<file path="src/rtl/uart_cmd_rx_if.sv">
// Command-link bundle between the UART command receiver and its consumer.
// The master drives the serial line and the ack; the slave returns the command.
interface uart_cmd_rx_if;
  logic        RX;
  logic        clr_cmd_rdy;
  logic [15:0] cmd;
  logic        cmd_rdy;
  logic        frm_err;

  modport master (
    output RX,
    output clr_cmd_rdy,
    input  cmd,
    input  cmd_rdy,
    input  frm_err
  );

  modport slave (
    input  RX,
    input  clr_cmd_rdy,
    output cmd,
    output cmd_rdy,
    output frm_err
  );
endinterface

</file>
<file path="src/rtl/uart_cmd_rx.sv">
// 8N1 UART receiver that pairs bytes into 16-bit travel-plan commands.
// High byte first; a sticky ready flag marks each new command.
module uart_cmd_rx #(
  parameter int BAUD_DIV = 2604,
  parameter int BYTE_TO  = 65536
) (
  input logic          clk,
  input logic          rst,
  uart_cmd_rx_if.slave bus
);

  localparam int CW = $clog2(BAUD_DIV + 1);
  localparam int TW = $clog2(BYTE_TO + 1);

  localparam logic [CW-1:0] HALF   = CW'(BAUD_DIV / 2);
  localparam logic [CW-1:0] FULL   = CW'(BAUD_DIV);
  localparam logic [TW-1:0] TO_MAX = TW'(BYTE_TO);

  typedef enum logic [1:0] {
    S_IDLE,
    S_START,
    S_DATA,
    S_STOP
  } bit_st_e;

  typedef enum logic {
    A_HIGH,
    A_LOW
  } asm_st_e;

  bit_st_e       st_q, st_d;
  asm_st_e       asm_q, asm_d;
  logic          sync_q, rxs_q, rxp_q;
  logic [CW-1:0] cnt_q, cnt_d;
  logic [2:0]    idx_q, idx_d;
  logic [7:0]    sh_q, sh_d;
  logic [7:0]    hold_q, hold_d;
  logic [TW-1:0] to_q, to_d;
  logic [15:0]   cmd_q, cmd_d;
  logic          rdy_q, rdy_d;
  logic          err_q, err_d;

  logic tick, fall, start_go;
  logic stop_ok, stop_bad, timeout;

  always_ff @(posedge clk or posedge rst) begin
    if (rst) begin
      st_q   <= S_IDLE;
      asm_q  <= A_HIGH;
      sync_q <= 1'b1;
      rxs_q  <= 1'b1;
      rxp_q  <= 1'b1;
      cnt_q  <= '0;
      idx_q  <= '0;
      sh_q   <= '0;
      hold_q <= '0;
      to_q   <= '0;
      cmd_q  <= '0;
      rdy_q  <= 1'b0;
      err_q  <= 1'b0;
    end else begin
      st_q   <= st_d;
      asm_q  <= asm_d;
      sync_q <= bus.RX;
      rxs_q  <= sync_q;
      rxp_q  <= rxs_q;
      cnt_q  <= cnt_d;
      idx_q  <= idx_d;
      sh_q   <= sh_d;
      hold_q <= hold_d;
      to_q   <= to_d;
      cmd_q  <= cmd_d;
      rdy_q  <= rdy_d;
      err_q  <= err_d;
    end
  end

  // Strobes decoded from the current state
  always_comb begin
    tick     = (cnt_q == CW'(1));
    fall     = rxp_q && !rxs_q;
    start_go = (st_q == S_IDLE) && fall;
    stop_ok  = (st_q == S_STOP) && tick && rxs_q;
    stop_bad = (st_q == S_STOP) && tick && !rxs_q;
    timeout  = (asm_q == A_LOW) && (st_q == S_IDLE)
            && !fall && (to_q == TO_MAX);
  end

  always_comb begin
    st_d  = st_q;
    idx_d = idx_q;
    sh_d  = sh_q;
    cnt_d = (cnt_q != '0) ? cnt_q - CW'(1) : cnt_q;
    unique case (st_q)
      S_IDLE: begin
        if (fall) begin
          st_d  = S_START;
          cnt_d = HALF;
        end
      end
      S_START: begin
        if (tick) begin
          if (rxs_q) begin
            st_d = S_IDLE;
          end else begin
            st_d  = S_DATA;
            cnt_d = FULL;
            idx_d = '0;
          end
        end
      end
      S_DATA: begin
        if (tick) begin
          sh_d  = {rxs_q, sh_q[7:1]};
          cnt_d = FULL;
          idx_d = idx_q + 3'd1;
          if (idx_q == 3'd7) st_d = S_STOP;
        end
      end
      S_STOP: begin
        if (tick) st_d = S_IDLE;
      end
      default: st_d = S_IDLE;
    endcase
  end

  // Byte pairing; the gap timer only runs while the line is idle
  always_comb begin
    asm_d  = asm_q;
    hold_d = hold_q;
    cmd_d  = cmd_q;
    to_d   = to_q;
    rdy_d  = rdy_q;
    err_d  = stop_bad || timeout;
    if (asm_q == A_LOW && st_q == S_IDLE && to_q != TO_MAX)
      to_d = to_q + TW'(1);
    if (bus.clr_cmd_rdy || (start_go && asm_q == A_HIGH))
      rdy_d = 1'b0;
    unique case (asm_q)
      A_HIGH: begin
        if (stop_ok) begin
          hold_d = sh_q;
          to_d   = '0;
          asm_d  = A_LOW;
        end
      end
      A_LOW: begin
        if (stop_ok) begin
          cmd_d = {hold_q, sh_q};
          rdy_d = 1'b1;
          asm_d = A_HIGH;
        end else if (stop_bad || timeout) begin
          hold_d = '0;
          asm_d  = A_HIGH;
        end
      end
      default: asm_d = A_HIGH;
    endcase
  end

  assign bus.cmd     = cmd_q;
  assign bus.cmd_rdy = rdy_q;
  assign bus.frm_err = err_q;

endmodule

</file>
<file path="src/flat_wrapper.sv">
// flat-port wrapper written by rule: the top's interface ports become plain ports
module uart_cmd_rx_flat 
#(
  parameter int BAUD_DIV = 2604,
  parameter int BYTE_TO  = 65536
)
  (clk, rst, bus_RX, bus_clr_cmd_rdy, bus_cmd, bus_cmd_rdy, bus_frm_err);
  uart_cmd_rx_if bus_i ();
  input logic clk;
  input logic rst;
  input wire logic [$bits(bus_i.RX)-1:0] bus_RX;
  input wire logic [$bits(bus_i.clr_cmd_rdy)-1:0] bus_clr_cmd_rdy;
  output wire logic [$bits(bus_i.cmd)-1:0] bus_cmd;
  output wire logic [$bits(bus_i.cmd_rdy)-1:0] bus_cmd_rdy;
  output wire logic [$bits(bus_i.frm_err)-1:0] bus_frm_err;
  assign bus_i.RX = bus_RX;
  assign bus_i.clr_cmd_rdy = bus_clr_cmd_rdy;
  assign bus_cmd = bus_i.cmd;
  assign bus_cmd_rdy = bus_i.cmd_rdy;
  assign bus_frm_err = bus_i.frm_err;
  uart_cmd_rx #(.BAUD_DIV(BAUD_DIV), .BYTE_TO(BYTE_TO)) u_core (.clk(clk), .rst(rst), .bus(bus_i));
endmodule
</file>
<file path="config.mk">
export PLATFORM = sky130hd
export DESIGN_NAME = uart_cmd_rx_flat
export DESIGN_NICKNAME = d
export VERILOG_FILES = /design/src/rtl/uart_cmd_rx_if.sv /design/src/rtl/uart_cmd_rx.sv /design/src/flat_wrapper.sv
export SDC_FILE = /design/constraint.sdc
export NUM_CORES = 1
export LEC_CHECK = 0
export BUFFER_PORTS_ARGS = -buffer_cell sky130_fd_sc_hd__clkbuf_2
export CAP_MARGIN = 0
export CORE_MARGIN = 2
export CORE_UTILIZATION = 35
export CTS_BUF_LIST = sky130_fd_sc_hd__clkbuf_8
export DETAILED_ROUTE_END_ITERATION = 10
export MAX_ROUTING_LAYER = met4
export RECOVER_POWER = 50
export SLEW_MARGIN = 20
export SYNTH_ARGS = -nofsm -noshare
export SYNTH_HDL_FRONTEND = slang
export SYNTH_SLANG_ARGS = --single-unit
export TNS_END_PERCENT = 30
</file>
<file path="constraint.sdc">
create_clock -name clk -period 2.08 [get_ports clk]
set_input_delay 0.416 -clock clk [delete_from_list [all_inputs] [get_ports clk]]
set_output_delay 0.416 -clock clk [all_outputs]
set_load 0.05 [all_outputs]
</file>
* After elaboration in Yosys (flattened, before gate mapping)
Cells that the tools add are included.
** Cells by class
- Add/sub/neg operators :: 3
- Equality and inequality tests :: 16
- Multiplexer cells :: 31
- Bitwise logic cells :: 1
- Reductions and logical operators :: 22
** Operators by type and width (number)
- 2-to-1 mux 12 bit :: 5
- 2-to-1 mux 17 bit :: 3
- case mux 12 bit (3 select lines) :: 1
- 2-to-1 mux 8 bit :: 3
- adder 17 x 1 -> 17 bit (second input constant) :: 1
- == test 17 bit (second input constant) :: 1
- != test 17 bit (second input constant) :: 1
- case mux 8 bit (2 select lines) :: 1
- == test 12 x 1 -> 1 bit (second input constant) :: 1
- 2-to-1 mux 2 bit :: 6
- != test 2 x 1 -> 1 bit (second input constant) :: 6
- nonzero test 12 bit :: 1
- subtractor 12 x 1 -> 12 bit (second input constant) :: 1
- logical AND 1 bit :: 10
- 2-to-1 mux 3 bit :: 3
- case mux 2 bit (4 select lines) :: 1
- 2-to-1 mux 1 bit :: 6
- != test 2 bit (second input constant) :: 3
- case mux 3 bit (2 select lines) :: 1
- AND reduction 5 bit :: 1
- == test 2 bit (second input constant) :: 2
- AND reduction 2 bit :: 2
- AND reduction 4 bit :: 1
- adder 3 x 1 -> 3 bit (second input constant) :: 1
- 9 further kinds :: 11
** Word-level totals
- Register bits after elaboration :: 72
- Input port bits :: 4
- Output and inout bits :: 18
- Word-level logic and storage cells :: 86

* Logic depth before layout (Yosys ltp)
Gate-level depths: netlist of run 1.
- Depth after elaboration :: 9
- Depth in mapped cells :: 8

* Worst setup path before layout of run 1
No wires, ideal clock.
- Path kind :: flip-flop to flip-flop
- From :: reg u_core.cnt_q[8]
- To :: reg u_core.cmd_q[0], in the netlist u_core.bus.cmd[0]
- Data arrival time :: 1983 ps
- Data required time :: 1955 ps
- Setup slack :: -28 ps
- Stages on the path, launching flop included :: 8
- Path buffers :: 2
- Cells stage by stage :: dfrtp_1 nor4_4 and3_1 nand4_1 or2_1 buf_6 buf_6 mux2_4
** Between the ends
- Longest elaborated chain between the ends :: 4
** Ends and longest elaborated chain
- from (decl) :: RTL line uart_cmd_rx.sv:34 : logic [CW-1:0] cnt_q, cnt_d;
- from (signal assigned) :: RTL line uart_cmd_rx.sv:67 : cnt_q <= cnt_d;
- == test 12 x 1 -> 1 bit :: RTL line uart_cmd_rx.sv:80 : tick = (cnt_q == CW'(1));
- logical AND 1 bit (2 in a row) :: RTL line uart_cmd_rx.sv:83 : stop_ok = (st_q == S_STOP) && tick && rxs_q;
- AND reduction 2 bit (no line)
- to (signal assigned) :: RTL line uart_cmd_rx.sv:72 : cmd_q <= cmd_d;
- to (decl) :: RTL line uart_cmd_rx.sv:39 : logic [15:0] cmd_q, cmd_d;
No other way between the ends.
A chain may end at the register's enable or synchronous reset.

* Final worst setup path of run 1
- From :: reg u_core.cnt_q[7]
- To :: reg u_core.sh_q[4]
** Between the ends
- Longest elaborated chain between the ends :: 2
** Ends and longest elaborated chain
- == test 12 x 1 -> 1 bit :: RTL line uart_cmd_rx.sv:80
- AND reduction 2 bit (no line)
- to (signal assigned) :: RTL line uart_cmd_rx.sv:55 : sh_q <= '0;
- to (signal assigned) :: RTL line uart_cmd_rx.sv:69 : sh_q <= sh_d;
- to (decl) :: RTL line uart_cmd_rx.sv:36 : logic [7:0] sh_q, sh_d;
No other way between the ends.

==> results.txt, run 1 <==
Status -> finished, violations left
Failing checks -> capacitance limit, slew limit
Vias per Instance -> 5.089
Unrepaired setup endpoints after global routing -> no
Leakage -> 1.808 nW
Clock net sink count -> 72
Post-Syn Nets -> 306
Worst vdd ir -> 0.5408 mV
I/O Buffers -> 21
# setup viols final -> 0
Vias in the first global route -> 2246
Flops & latches, synth -> 72
First-pass GRT wire length -> 10830 um
Slew @ Worst Pin -> 1.587 ns
Worst Hold Class -> input pin to flip-flop
Placed cell area -> 3616 um2
Fin. max-slew vios -> 73
Syn_area_per_cell -> 11.07 um2
WP data arrival -> 2.18 ns
Adder-Cell Fraction of Synth Area -> 2.291%
Die ar. -> 10150 um2
Synth Area in Simple Gates -> 18.75%
Commonest non-fill, non-tap cells in the layout -> dfrtp_1 (68), nand2_1 (42), nor2_1 (23)
Yosys top cell area share -> 52.69%
Router iterations before antenna repair -> 4
Worst Path Required -> 2.32 ns
Distinct cell type count after synthesis -> 44
CTS Buf Count -> 9
GPL Wtd Cong -> 0.8079
Largest family of logic cells by synthesized area -> simple AND/OR/NAND/NOR gates
Hold WS -> 0.1440 ns
Max_cap viols -> 1
Number of synthesized flops with an enable pin -> 0
Crit share post-route -> 93.06%
Layout Skew -> 0.01355 ns
Number of routed nets with antenna violations -> 0
Total GRT Usage -> 14.16%
Ranking of synthesized cells by area -> dfrtp_1 (53%), mux2_2 (5.8%), nand2_1 (4.8%)
Worst setup EP type -> flip-flop
Starting Density -> 35.80%
Vias -> 2285
Mux contribution to synthesized area -> 9.966%
Post-Route WL -> 6453 um
XOR/XNOR Fraction of Synth Area -> 4.811%
Root Driver -> clkbuf_8
Diode count -> 0
Clock buffer depth -> 2
Final Net Count -> 343
Cell Area, Synth -> 3277 um2
CTS H-tree lvls -> 3
Share of post-route cells with drive strength above 1 -> 23.67%
Drt wl/cell -> 14.37 um
Synth Area in Compound Gates -> 6.606%
Initial antenna violation count -> 0
Power Density -> 886.3 nW/um2
Min Tclk post-route -> 1.936 ns
Largest net degree at the start of global routing -> 73
Drt drc -> 0
Slew margin rel. -> -5.775%
Clock Latency Late Sink -> 0.36 ns
Crit-path max FO -> 10
Area delta synth->final -> 16.23%
Design area -> 3809 um2
Seq/Total Area, Yosys -> 55.10%
CP Class -> flip-flop to flip-flop
Die Y-Extent -> 100.8 um
Hold Fails Final Rpt -> 0
Most common cell after layout, fill and taps aside -> dfrtp_1
DR iter-0 viols -> 108
Synth warnings -> 0
Die X -> 100.8 um
CTS clk-pin slew, worst paths -> 0.08 ns
Rows -> 35
Synth area leader -> dfrtp_1
Type of origin of the critical path -> flip-flop
FMAX -> 516.6 MHz
Grt total ovfl -> 0
CTS tree -> built
Post-synth top flop -> dfrtp_1
Core footprint -> 9153 um2
I/O Pins -> 22
DPL Wire Length -> 4284 um
Async SR Flop Fraction -> 100.0%
Post-Synthesis Cells -> 296
==> cell usage after synthesis, types with 2 or more instances <==
master / number
a21oi_1: 5
a31oi_1: 4
and2_1: 2
and3_1: 4
and4_1: 3
buf_2: 2
buf_6: 2
clkbuf_1: 5
dfrtp_1: 69
dfstp_2: 3
ha_1: 6
inv_1: 8
mux2_2: 17
mux2_4: 9
nand2_1: 42
nand3_1: 14
nand4_1: 10
nor2_1: 23
nor2b_1: 2
nor3_1: 4
nor4_1: 4
nor4b_1: 2
o21ai_0: 16
o31ai_1: 2
or3_1: 3
xnor2_1: 8
xor2_1: 10
==> timing repair <==
item                                    in CTS  in global routing
endpoints found under the setup margin       0                 35
resized for setup                            0                  3
hold buffers                                 0                  0
buffers inserted                             0                  0
==> metrics by stage <==
stage | power (W) | TNS [ns] | setup slack, ns | std cells | util, %
finish | 0.003376 | 0 | 0.1444 | 449 | 41.61
global route | 0.003570 | 0 | 0.002335 | 449 | 41.61
CTS | 0.003386 | 0 | 0.01333 | 449 | 41.71
detailed placement | 0.002236 | 0 | 0.03270 | 433 | 39.51
global placement | 0.002211 | 0 | 0.07527 | 433 | 39.51
floorplan | 0.002045 | -0.2590 | -0.02843 | 296 | -
==> path summary, 6_finish.rpt <==
kind / from / endpoint / slack (ns) / cells past startpoint
min in group asynchronous: rst / u_core.to_q[0] / 0.61 / 3
max in group asynchronous: rst / u_core.cnt_q[9] / 0.38 / 3
worst min-delay path: bus_RX / u_core.sync_q / 0.14 / 1
worst min register to register: u_core.sync_q / u_core.rxs_q / 0.36 / 0
worst max register to register: u_core.cnt_q[7] / u_core.sh_q[4] / 0.14 / 5
worst max-delay path: u_core.cnt_q[7] / u_core.sh_q[4] / 0.14 / 5
==> metal layers <==
layer	vias to the layer above	part of all wire, %	routed length (um)	global-route usage (%)
met5	-	0	0	-
met4	0	1.8	117	6.322
met3	13	2.9	187	3.745
met2	35	47	3045	20.97
met1	1129	48	3103	18.22
li1	1108	-	-	-
==> cell families (layout without fill, tap and decap cells) <==
group                    after synthesis  after routing
buffers and inverters                 17             59
adder cells (fa/ha/maj)                6              6
multiplexers                          26             26
AO/OA/AOI/OAI                         36             36
AND/OR/NAND/NOR                      121            121
XOR/XNOR                              18             18
flip-flops                            72             72
==> state kept, by name (all words and copies together), names as in the netlist, 3 cells and up, named ones only <==
name and count:
u_core.to_q 17, u_core.bus.cmd 16, u_core.cnt_q 12, u_core.hold_q 8
u_core.sh_q 8, u_core.idx_q 3
==> power by group <==
part           total (W)  switching (W)  internal [W]
clock            0.00114       0.000576      0.000566
combinational   0.000522       0.000279      0.000243
sequential       0.00171       0.000183       0.00153
==> area by class of cell <==
cell class / count / area, um2
Multi-Input combinational cell: 207 / 1403
Sequential cell: 72 / 1807
Tap cell: 111 / 138.9
Timing Repair Buffer: 35 / 225.2
Clock inverter: 7 / 77.57
Clock buffer: 9 / 123.9
Inverter: 8 / 33.78
Fill cell: 890 / 5344
==> critical path, cell delays in order, from the launching register on <==
cell and delay (ns):
dfrtp_1 0.43, nor4_4 0.39, and4_1 0.34, and2_1 0.20
buf_12 0.14, mux2_2 0.34
No activity file was read; power rests on OpenSTA's default activity.
==> run 2, diff against run 1 <==
Settings changed: BUFFER_PORTS_ARGS -buffer_cell sky130_fd_sc_hd__clkbuf_2 to -buffer_cell sky130_fd_sc_hd__buf_2.
==> run 2 against run 1 <==
  * Clock power fell by 4%
  * Via count decreased by 0.83%
  * Sequential power about the same
  * Cell count unchanged
  * Largest power group unchanged
  * Sequential cell count did not move
  * First-iteration DRC count down 20%
  * Maximum frequency down 1.6%
  * Die area unchanged
  * Routed wire length down 4.2%
  * The flow still finishes with violations (capacitance limit, slew limit)
  * Combinational power fell by 1%
  * Clock-buffer cell count unchanged
  * Critical path type unchanged
==> results.txt, run 2 (synthesized netlist as in run 1, its figures left out) <==
Post-Route WL -> 6182 um (was 6453 um)
Die ar. -> 10150 um2 (unchanged)
Crit-path max FO -> 17 (was 10)
Min Tclk post-route -> 1.968 ns (was 1.936 ns)
First-pass GRT wire length -> 10490 um (was 10830 um)
Drt wl/cell -> 13.77 um (was 14.37 um)
Switch Pwr -> 0.0009880 W (was 0.001038 W)
R2R Path Start -> u_core.cnt_q[9] (was u_core.cnt_q[7])
Fin. max-slew vios -> 73 (unchanged)
Vias in the first global route -> 2152 (was 2246)
WP data arrival -> 2.20 ns (was 2.18 ns)
Internal Dissipation -> 0.002320 W (was 0.002338 W)
Combinational power share -> 15.6% (was 15.5%)
Tot Pwr -> 0.003308 W (was 0.003376 W)
Slew @ Worst Pin -> 1.579 ns (was 1.587 ns)
Area delta synth->final -> 16.00% (was 16.23%)
Drt drc -> 0 (unchanged)
Status -> finished, violations left (unchanged)
Vias per Instance -> 5.047 (was 5.089)
Initial antenna violation count -> 0 (unchanged)
Unrepaired setup endpoints after global routing -> no (unchanged)
Leakage -> 1.813 nW (was 1.808 nW)
DPL Wire Length -> 4116 um (was 4284 um)
HP Start -> bus_RX (unchanged)
Max_cap viols -> 1 (unchanged)
Vias -> 2266 (was 2285)
Worst setup EP type -> flip-flop (unchanged)
Clock Latency Late Sink -> 0.35 ns (was 0.36 ns)
Most common cell after layout, fill and taps aside -> dfrtp_1 (unchanged)
Commonest non-fill, non-tap cells in the layout -> dfrtp_1 (69), nand2_1 (42), nor2_1 (23) (was dfrtp_1 (68), nand2_1 (42), nor2_1 (23))
Clock power frac -> 32.9% (was 33.8%)
Starting Density -> 35.80% (unchanged)
Multi-input gate area -> 1403 um2 (unchanged)
Root Driver -> clkbuf_8 (unchanged)
Number of routed nets with antenna violations -> 0 (unchanged)
Worst Hold Class -> input pin to flip-flop (unchanged)
FMAX -> 508.1 MHz (was 516.6 MHz)
FILL cells -> 853 (was 890)
Layout Skew -> 0.005333 ns (was 0.01355 ns)
Grt total ovfl -> 0 (unchanged)
Max reg flops -> 17 (unchanged)
Largest net degree at the start of global routing -> 73 (unchanged)
Diode count -> 0 (unchanged)
Biggest register -> u_core.to_q (unchanged)
Total GRT Usage -> 13.59% (was 14.16%)
Clock net sink count -> 72 (unchanged)
Share of post-route cells with drive strength above 1 -> 23.37% (was 23.67%)
Net Sw Frac -> 29.87% (was 30.75%)
Power Density -> 870.2 nW/um2 (was 886.3 nW/um2)
Die Y-Extent -> 100.8 um (unchanged)
CTS Buf Count -> 9 (unchanged)
I/O Pins -> 22 (unchanged)
Type of origin of the critical path -> flip-flop (unchanged)
DR iter-0 viols -> 86 (was 108)
Crit path launch -> u_core.cnt_q[9] (was u_core.cnt_q[7])
I/O Buffers -> 21 (unchanged)
CTS clk-pin slew, worst paths -> 0.08 ns (about the same)
Register area -> 1805 um2 (was 1807 um2)
Hold WS -> 0.1674 ns (was 0.1440 ns)
Router iterations before antenna repair -> 4 (unchanged)
CTS tree -> built (unchanged)
Core footprint -> 9153 um2 (unchanged)
CP Class -> flip-flop to flip-flop (unchanged)
Rows -> 35 (unchanged)
Crit share post-route -> 94.61% (was 93.06%)
Failing checks -> capacitance limit, slew limit (unchanged)
Slew margin rel. -> -5.265% (was -5.775%)
Hold Fails Final Rpt -> 0 (unchanged)
Die X -> 100.8 um (unchanged)
GPL Wtd Cong -> 0.7552 (was 0.8079)
Worst vdd ir -> 0.3061 mV (was 0.5408 mV)
CTS H-tree lvls -> 3 (unchanged)
Clock buffer depth -> 2 (unchanged)
Worst Path Required -> 2.31 ns (was 2.32 ns)
Reg power frac -> 51.5% (was 50.7%)
# setup viols final -> 0 (unchanged)
Final Net Count -> 343 (unchanged)
-- run 2: changes by cell type in the layout (fill, tap and decap cells not counted), sizes merged --
cell,delta
clkinvlp,+2
inv,-2
clkbuf,-15
buf,+15
-- run 2: per-stage QoR --
stage	setup slack (ns)	instances	setup TNS [ns]	utilization [%]	area, um2
CTS	0.03206	449	0	41.64	3811
global route	0.008531	449	0	41.53	3801
finish	0.1120	449	0	41.53	3801
detailed placement	0.04412	433	0	39.51	3616
global placement	0.05673	433	0	39.51	3616
floorplan	-0.02843	296	-0.2590	-	3281
-- run 2: routing by layer --
layer	up-vias	global-route usage, %	wire [um]
met5	-	-	0
met1	1121	17.95	3014
met4	0	6.006	93
met2	31	19.85	2879
li1	1107	-	-
met3	7	3.329	194
-- run 2: final timing paths --
path                                           to  slack, ns  cells after the start
worst max register to register  u_core.bus.cmd[4]       0.11                      6
worst max-delay path            u_core.bus.cmd[4]       0.11                      6
min in group asynchronous         u_core.cnt_q[9]       0.60                      3
worst min register to register       u_core.rxs_q       0.36                      0
worst min-delay path                u_core.sync_q       0.17                      1
max in group asynchronous         u_core.to_q[10]       0.49                      3
-- run 2: critical path: stages, from the launching register on --
cell and delay [ns]:
dfrtp_1 0.45, nor4_4 0.33, and3_1 0.20, nand4_1 0.11, or2_1 0.29, buf_12 0.17, mux2_4 0.30
-- run 2: what timing repair did --
| action | in CTS | in global routing |
|---|---|---|
| gates resized for setup | 0 | 2 |
| buffers inserted | 0 | 0 |
| setup endpoints to repair | 0 | 28 |
| hold buffers | 0 | 0 |
-- run 2: power groups by stage --
stage / Sequential (W) / Clock (W) / Combinational (W)
2_1_floorplan: 0.00168 / 0 / 0.000365
3_3_place_gp: 0.00171 / 0 / 0.000502
3_5_place_dp: 0.00172 / 0 / 0.000512
4_1_cts: 0.00169 / 0.00112 / 0.000516
5_1_grt: 0.00173 / 0.00118 / 0.000599
6_report: 0.00170 / 0.00109 / 0.000517
-- run 2: layout make-up --
type                            count  area share [%]
Clock buffer                        9           3.259
Clock inverter                      7           1.876
Inverter                            8          0.8887
Multi-Input combinational cell    207           36.90
Sequential cell                    72           47.50
Tap cell                          111           3.654
Timing Repair Buffer               35           5.925
